==> src/rtl/interrupt_acknowledge_sequencer.sv <==
// rtl/interrupt_acknowledge_sequencer.sv - CPU-side 8259 INTA# two-pulse sequencer with vector capture
module interrupt_acknowledge_sequencer #(
  parameter int INTA_LOW_CYCLES = 2,
  parameter int INTA_GAP_CYCLES = 2
) (
  input  logic       clock,
  input  logic       reset,
  input  logic       interrupt_request,
  input  logic       interrupt_enable,
  input  logic       instruction_boundary,
  input  logic [7:0] data_bus_in,
  input  logic       vector_taken,
  output logic       interrupt_acknowledge_n,
  output logic [7:0] vector,
  output logic       vector_valid,
  output logic       busy
);

  localparam int MAX_CYCLES = (INTA_LOW_CYCLES > INTA_GAP_CYCLES) ? INTA_LOW_CYCLES : INTA_GAP_CYCLES;
  localparam int CW = $clog2(MAX_CYCLES + 1);
  localparam logic [CW-1:0] LOW_LOAD = CW'(INTA_LOW_CYCLES);
  localparam logic [CW-1:0] GAP_LOAD = CW'(INTA_GAP_CYCLES);
  localparam logic [CW-1:0] ONE      = CW'(1);

  typedef enum logic [2:0] {IDLE, INTA1, GAP, INTA2, HOLD} state_t;

  state_t        state, state_next;
  logic [CW-1:0] count, count_next;
  logic          capture;
  logic          expired;

  assign expired = (count == ONE);

  // Counter is loaded on state entry and the state is left on the edge where it reads one.
  always_comb begin
    state_next = state;
    count_next = count;
    capture    = 1'b0;
    case (state)
      IDLE: begin
        if (interrupt_request && interrupt_enable && instruction_boundary) begin
          state_next = INTA1;
          count_next = LOW_LOAD;
        end
      end
      INTA1: begin
        if (expired) begin
          state_next = GAP;
          count_next = GAP_LOAD;
        end else begin
          count_next = count - ONE;
        end
      end
      GAP: begin
        if (expired) begin
          state_next = INTA2;
          count_next = LOW_LOAD;
        end else begin
          count_next = count - ONE;
        end
      end
      INTA2: begin
        if (expired) begin
          state_next = HOLD;
          capture    = 1'b1;
        end else begin
          count_next = count - ONE;
        end
      end
      HOLD: begin
        if (vector_taken) state_next = IDLE;
      end
      default: state_next = IDLE;
    endcase
  end

  // Outputs come straight from flops decoded off the next state, so INTA# cannot glitch.
  always_ff @(posedge clock or posedge reset) begin
    if (reset) begin
      state                   <= IDLE;
      count                   <= '0;
      interrupt_acknowledge_n <= 1'b1;
      vector                  <= 8'h00;
      vector_valid            <= 1'b0;
      busy                    <= 1'b0;
    end else begin
      state                   <= state_next;
      count                   <= count_next;
      interrupt_acknowledge_n <= !((state_next == INTA1) || (state_next == INTA2));
      vector_valid            <= (state_next == HOLD);
      busy                    <= (state_next != IDLE);
      if (capture) vector <= data_bus_in;
    end
  end

endmodule

==> config.mk <==
export PLATFORM = sky130hd
export DESIGN_NAME = interrupt_acknowledge_sequencer
export DESIGN_NICKNAME = d
export VERILOG_FILES = /design/src/rtl/interrupt_acknowledge_sequencer.sv
export SDC_FILE = /design/constraint.sdc
export NUM_CORES = 1
export LEC_CHECK = 0
export CORE_UTILIZATION = 39
export DETAILED_ROUTE_END_ITERATION = 6
export PLACE_DENSITY = 0.71
export REMOVE_ABC_BUFFERS = 1
export SLEW_MARGIN = 5
export SYNTH_ARGS = -nofsm -noshare
export SYNTH_HDL_FRONTEND = slang
export SYNTH_SLANG_ARGS = --single-unit
==> constraint.sdc <==
create_clock -name clock -period 1.5 [get_ports clock]
set_input_delay 0.45 -clock clock [delete_from_list [all_inputs] [get_ports clock]]
set_output_delay 0.45 -clock clock [all_outputs]
set_load 0.05 [all_outputs]
# Word-level counts from Yosys, hierarchy flattened
# Index checks and enable logic that the tools add are counted.
[classes]
addsub = 1
n_eq_ne = 10
mux = 12
reduce_logical = 9
[ops]
columns = ["op", "n"]
rows = [
  ["3-bit two-way mux", 5],
  ["3-bit case mux with 5 select lines", 1],
  ["3-bit by 2-bit equality test with 1-bit output, second input constant", 3],
  ["3-bit by 1-bit equality test with 1-bit output, second input constant", 2],
  ["3-bit equality test, second input constant", 2],
  ["2-bit two-way mux", 3],
  ["2-bit case mux with 3 select lines", 1],
  ["3-bit nonzero test", 2],
  ["2-bit inequality test, second input constant", 2],
  ["3-bit zero test", 1],
  ["3-bit AND reduction", 1],
  ["2-bit by 1-bit equality test with 1-bit output, second input constant", 1],
  ["1-bit logical AND", 2],
  ["1-bit two-way mux", 2],
  ["2-bit OR reduction", 1],
  ["2-bit by 1-bit subtractor with 2-bit output, second input constant", 1],
  ["1-bit zero test", 1],
  ["1-bit logical OR", 1],
]
[word_totals]
register_bits = 16
input_bits = 14
out_inout_bits = 11
word_cells = 38

# Longest topological paths before layout
# Gate-level depths: netlist of the first run.
[depth]
ltp_word = 7
mapped_depth = 5
ltp_nobuf = 5

# Least setup slack after synthesis of the first run
# No wires, ideal clock.
[synth_timing]
kind = "flip-flop to flip-flop"
startpoint = "register count[0]"
endpoint = "register count[0]"
setup_ns = 0.118
arrival_ns = 1.324
required_ns = 1.382
slack_ns = 0.058
path_stages_with_launch = 5
path_buffers = 0
period_less_slack_ns = 1.442
cell_sequence = "dfrtp_1 > ha_1 > and3_1 > a211o_1 > a21o_1"
[synth_via]
elab_chain_len = 3
elab_cells_between_ends = 7
cone_classes = "1 x add/sub; 2 x eq/ne; 3 x mux; 1 x reduce/logical"
[synth_rtl]
columns = ["element", "line", "source"]
rows = [
  ["start: declaration", "28", "logic [CW-1:0] count, count_next;"],
  ["start signal: assignment", "88", "count <= count_next;"],
  ["2-bit by 1-bit subtractor with 2-bit output or 2-bit by 1-bit equality test with 1-bit output (tied branches)", "n/a", ""],
  ["2-bit two-way mux (tied with other cells)", "63", "if (expired) begin"],
  ["2-bit case mux with 3 select lines or 3-bit AND reduction (tied branches)", "n/a", ""],
]
# Several ways; a longest one is shown, not always the timed one. The select of a mux whose other input is x is not followed.
# A chain may end at the register's enable or synchronous reset.

# Final worst setup path of the first run
# Ends and elaborated chain as after synthesis.

==> results.cfg, run 1 <==
[layout]
area_delta_synth_final_pct = 62.63
fin_nets = 101
multi_input_area_um2 = 317.8
nFillCells = 132
final_cell_area_um2 = 1176
regArea_um2 = 402.9
drive_above_1_share = 0.4048
antenna_cells = 0

[synth]
syn-cell-area_um2 = 723.2
avgSynthCellArea_um2 = 13.15
synthMostInstantiatedCell = dfrtp_1
synth_cell_types = 25
synth_adder_area_share = 0.03460
synth_area_leader_cell = dfrtp_1
syn_inst = 55
yosys.area_share.simple = 0.1194
ys_ff_latch = 16
ys_top_cells_by_area = dfrtp_1 52%, mux2_2 12%, dfstp_2 3.6%, ha_1 3.5%, nand4b_4 3.3%
synth_edf_count = 0
synth.mux.area_fraction = 0.1384
synth_top_family_by_area = multiplexers
ys_seq_area_frac = 0.5554
synthFlopType = dfrtp_1
ys_top_cells_by_count = 15 x dfrtp_1, 8 x mux2_2, 4 x inv_1
synthXorXnorAreaFrac = 0.01211
synth_top_area_share = 0.5190
async_flop_share = 1.000
synth_compound_area_frac = 0.09343
yosys_warnings = 0

[pwr]
p_total_mw = 2.955
power.internal_mw = 1.708
p_clk_frac = 0.094
p_sw_mw = 1.246
p_seq_frac = 0.313
leakagePower_nw = 0.5441
power_density_nw_per_um2 = 2512
switching_share = 0.4218
ir_worst_vdd_mv = 1.669
comb_power_share = 0.593

[timing]
fmax_mhz = 700.4
rsz0062_at_grt = no
fin_skew_ps = 0.6132
fin_crit_sh = 0.9519
max_slew_margin = 0.7205
drv_slew = 0
hold_viol_final = 0
worst_pin_slew_ps = 419.2
post-route-min-period_ps = 1428
setup-violations-final = 0

[clocking]
cts_root_buffer = clkbuf_4
numCtsBuffers = 3
cts_setup_buffers = 0
htreeDepth = 1
cts_buffer_depth = 2
worstSkewPairLatency_ps = 280
path_clk_slew_ps = 90
cts_hold_buf = 0
clock-sinks = 16
cts_tree = done

[die]
die-area_um2 = 2030
die_h_um = 45.06
rows = 15
start_util = 0.4188
coreArea_um2 = 1727
die_w_um = 45.06
ioPinCount = 25

[detailed_routing]
first_pass_iters = 3
drt_drc_violations_left = 0
wire_per_inst_um = 13.06
drtIter0Drc = 5
via_per_inst = 4.899
routed_wl_um = 1423
drtAntennaViolNets = 0
vias = 534

[placement]
place.gp.congestion = 0.8017
hpwl_um = 1104
dpl-instance-area_um2 = 1109
io_buffers = 24

[global_routing]
grt_use_total = 0.1653
antenna_found_initial = 0
grt_max_degree = 13
grt_pass1_wl_um = 2270
grt-ovfl-total = 0
grt_pass1_vias = 534

[outcome]
status = finished, final reports clean

[job]
maxCapViolations = 0

[worst_setup_path]
worstPathRequired_ps = 1680
worst_ep_arrival_time_ps = 1600
r2r_setup_slack_ps = 70
critical_path_class = flop to flop
crit_path_end_kind = flop
crit_fanout = 4
worst_setup_path_start_kind = flop

[min_path]
min_path_type = input port to asynchronous set/reset pin
per-stage QoR:
| step | setup slack (ps) | instances | TNS [ps] | hold slack [ps] | util |
|---|---|---|---|---|---|
| floorplan | 57.55 | 53 | 0 | 363.0 | - |
| global placement | -89.25 | 105 | -146.2 | 521.1 | 0.6420 |
| detailed placement | -120.7 | 105 | -225.3 | 533.5 | 0.6420 |
| CTS | 1.761 | 109 | 0 | 378.5 | 0.6645 |
| global route | 9.997 | 109 | 0 | 389.1 | 0.6812 |
| finish | 72.15 | 109 | 0 | 385.6 | 0.6812 |
sequential cells by signal, summed over array words and instances, names as in the netlist:
name and flops:
state 3, vector 8, busy 1, count 2, interrupt_acknowledge_n 1, vector_valid 1
per-layer routing:
metal	vias to the layer above	global-route usage	wire, µm
li1	252	-	-
met1	263	0.1714	564
met2	17	0.2870	772
met3	2	0.04400	77
met4	0	0.1152	8
met5	-	0	0
critical path, stage by stage, from the launching register on:
cell	delay (ps)
dfrtp_2	450
ha_4	190
and3_1	170
a211o_1	310
a21o_1	200
cell families after synthesis:
group,count (synthesis)
compound gates,9
xor+xnor,1
fa+ha+maj,2
buf+inv,6
flops,16
mux,9
simple gates,12
path summary, 6_finish.rpt:
kind                          start        end  cells after the start
setup / recovery           count[0]   count[0]                      4
hold reg to reg            state[2]   state[1]                      1
min in group clock         state[2]   state[1]                      1
hold / removal                reset  vector[7]                      2
setup reg to reg           count[0]   count[0]                      4
max in group asynchronous     reset   count[1]                      3
power groups by stage:
stage	sequential (mW)	clock (mW)	combinational, mW
floorplan	1.31	0	0.426
global placement	0.907	0	1.64
detailed placement	0.918	0	1.68
CTS	0.909	0.293	1.68
global route	0.958	0.308	1.85
finish	0.926	0.278	1.75
placed cells by master, fill, tap and decap left out, drive strengths merged, types with 2 or more instances in the layout:
cell type / synthesis / routed
or2b: 2 / 2
inv: 4 / 4
ha: 2 / 2
nand2: 2 / 2
nor2: 2 / 2
clkbuf: 0 / 4
o41ai: 2 / 2
clkdlybuf4s50: 0 / 13
buf: 2 / 14
dfrtp: 15 / 15
mux2: 8 / 8
a21oi: 3 / 3
area by class of cell:
class | count | area share
tap | 25 | 0.02660
timing repair buffer | 27 | 0.3170
multi-input combinational | 33 | 0.2702
clock buffer | 4 | 0.03085
sequential | 16 | 0.3426
inverter | 4 | 0.01277
what timing repair did:
item	CTS	global route
resized for setup	1	5
pin swaps	0	0
setup endpoints to repair	2	1
Note: power is estimated with default switching activity, not from simulation.
==> run 2, diff against run 1 <==
CAP_MARGIN = 25   (was not set)
REMOVE_ABC_BUFFERS = not set   (was 1)
SLEW_MARGIN = 20   (was 5)
==> run 2 against run 1 <==
  * Maximum frequency decreased by 2.1%
  * Design area fell by 2.0%
  * Final cell count unchanged
  * Clock power decreased by 18%
==> results.cfg, run 2 (synthesis gave the netlist of run 1 again) <==
[min_path]
min_path_type = input port to asynchronous set/reset pin

[timing]
hold_viol_final = 0
fin_skew_ps = 4.046
fin_crit_sh = 0.9728
rsz0062_at_grt = yes
max_slew_margin = 0.7221
post-route-min-period_ps = 1459
setup-violations-final = 0
drv_slew = 0
worst_pin_slew_ps = 416.8
fmax_mhz = 685.3

[layout]
instances_no_fill = 109
utilization = 0.6674
final_cell_mix = 15 x dfrtp_1, 13 x clkdlybuf4s50_1, 11 x buf_12
fin_nets = 101
reg_top3 = vector (8), state (3), count (2)
final_common_cell = dfrtp_1
area_delta_synth_final_pct = 59.34
drive_above_1_share = 0.3810
largest_register_ffs = 8
largest-register = vector
final_cell_area_um2 = 1152
antenna_cells = 0

[clocking]
numCtsBuffers = 3
cts_tree = done
cts_setup_buffers = 0
cts_root_buffer = clkbuf_4
worstSkewPairLatency_ps = 280
clock-sinks = 16
htreeDepth = 1
path_clk_slew_ps = 90
cts_hold_buf = 0
cts_buffer_depth = 2

[global_routing]
met2_usage = 0.2435
grt_use_met1 = 0.1823
grt_pass1_vias = 539
grt-busiest-layer = met2
antenna_found_initial = 0
grt_use_total = 0.1527
met3_usage = 0.04400
grt-ovfl-total = 0
grt_pass1_wl_um = 2159
grt_max_degree = 12

[placement]
dp_cells = 105
io_buffers = 24
place.gp.congestion = 0.8245
dpl-instance-area_um2 = 1109

[detailed_routing]
wire_per_inst_um = 11.82
first_pass_iters = 4
drtIter0Drc = 5
drtAntennaViolNets = 0
via_per_inst = 4.807
vias = 524
drt_drc_violations_left = 0
routed_wl_um = 1288

[worst_setup_path]
worst_setup_path_start_kind = flop
worstPathRequired_ps = 1680
critical_path_class = flop to flop
worst_ep_arrival_time_ps = 1640
crit_path_end_kind = flop
crit_fanout = 4

[die]
start_util = 0.4188
die_w_um = 45.06
ioPinCount = 25
coreArea_um2 = 1727
die_h_um = 45.06
die-area_um2 = 2030
rows = 15

[pwr]
leakagePower_nw = 0.5361
power_density_nw_per_um2 = 2456
p_total_mw = 2.831
ir_worst_vdd_mv = 1.364

[synth]
syn-num-nets = 71

[job]
maxCapViolations = 0

[outcome]
status = finished, final reports clean
[run 2: cell type report]
cell class                      instances  area (µm²)
Inverter                                4       15.01
Fill cell                             145       574.3
Timing Repair Buffer                   27       372.9
Multi-Input combinational cell         33       305.3
Clock buffer                            4       26.28
Tap cell                               25       31.28
Sequential cell                        16       401.6
[run 2: repair_timing]
item / 4_1_cts / 5_1_grt
gates resized for setup: 1 / 2
pin swaps: 0 / 0
hold endpoints to repair: 0 / 0
setup endpoints to repair: 1 / 2
[run 2: worst paths after layout]
kind | endpoint | cells past startpoint | slack, ps | start
max reg2reg | count[0] | 4 | 40 | count[0]
min | count[1] | 2 | 420 | reset
min reg2reg | state[1] | 1 | 550 | state[2]
max | count[0] | 4 | 40 | count[0]
max in group asynchronous | vector_valid | 3 | 700 | reset
min in group clock | state[1] | 1 | 550 | state[2]
[run 2: routing by layer]
layer / share of wire / up-vias
met4: 0.0047 / 0
li1: - / 252
met3: 0.066 / 2
met2: 0.50 / 18
met1: 0.43 / 252
met5: 0 / -
[run 2: worst max-delay path, cell delays in order (launching register included)]
cell	delay (ps)
dfrtp_1	420
ha_2	240
and3_1	190
a211o_1	320
a21o_1	190
[run 2: power breakdown]
part	switching [mW]	total [mW]	leakage [nW]	internal [mW]
Combinational	0.810	1.69	0.332	0.876
Clock	0.124	0.227	0.0150	0.103
Sequential	0.270	0.918	0.189	0.647
[run 2: metrics by stage]
| step | hold WS [ps] | TNS (ps) | setup slack (ps) |
|---|---|---|---|
| 5_1_grt | 435.4 | -16.12 | -16.12 |
| 2_1_floorplan | 363.0 | 0 | 57.57 |
| 6_report | 415.0 | 0 | 40.85 |
| 3_3_place_gp | 522.3 | -143.3 | -91.62 |
| 4_1_cts | 408.9 | 0 | 36.48 |
| 3_5_place_dp | 535.6 | -223.3 | -138.7 |
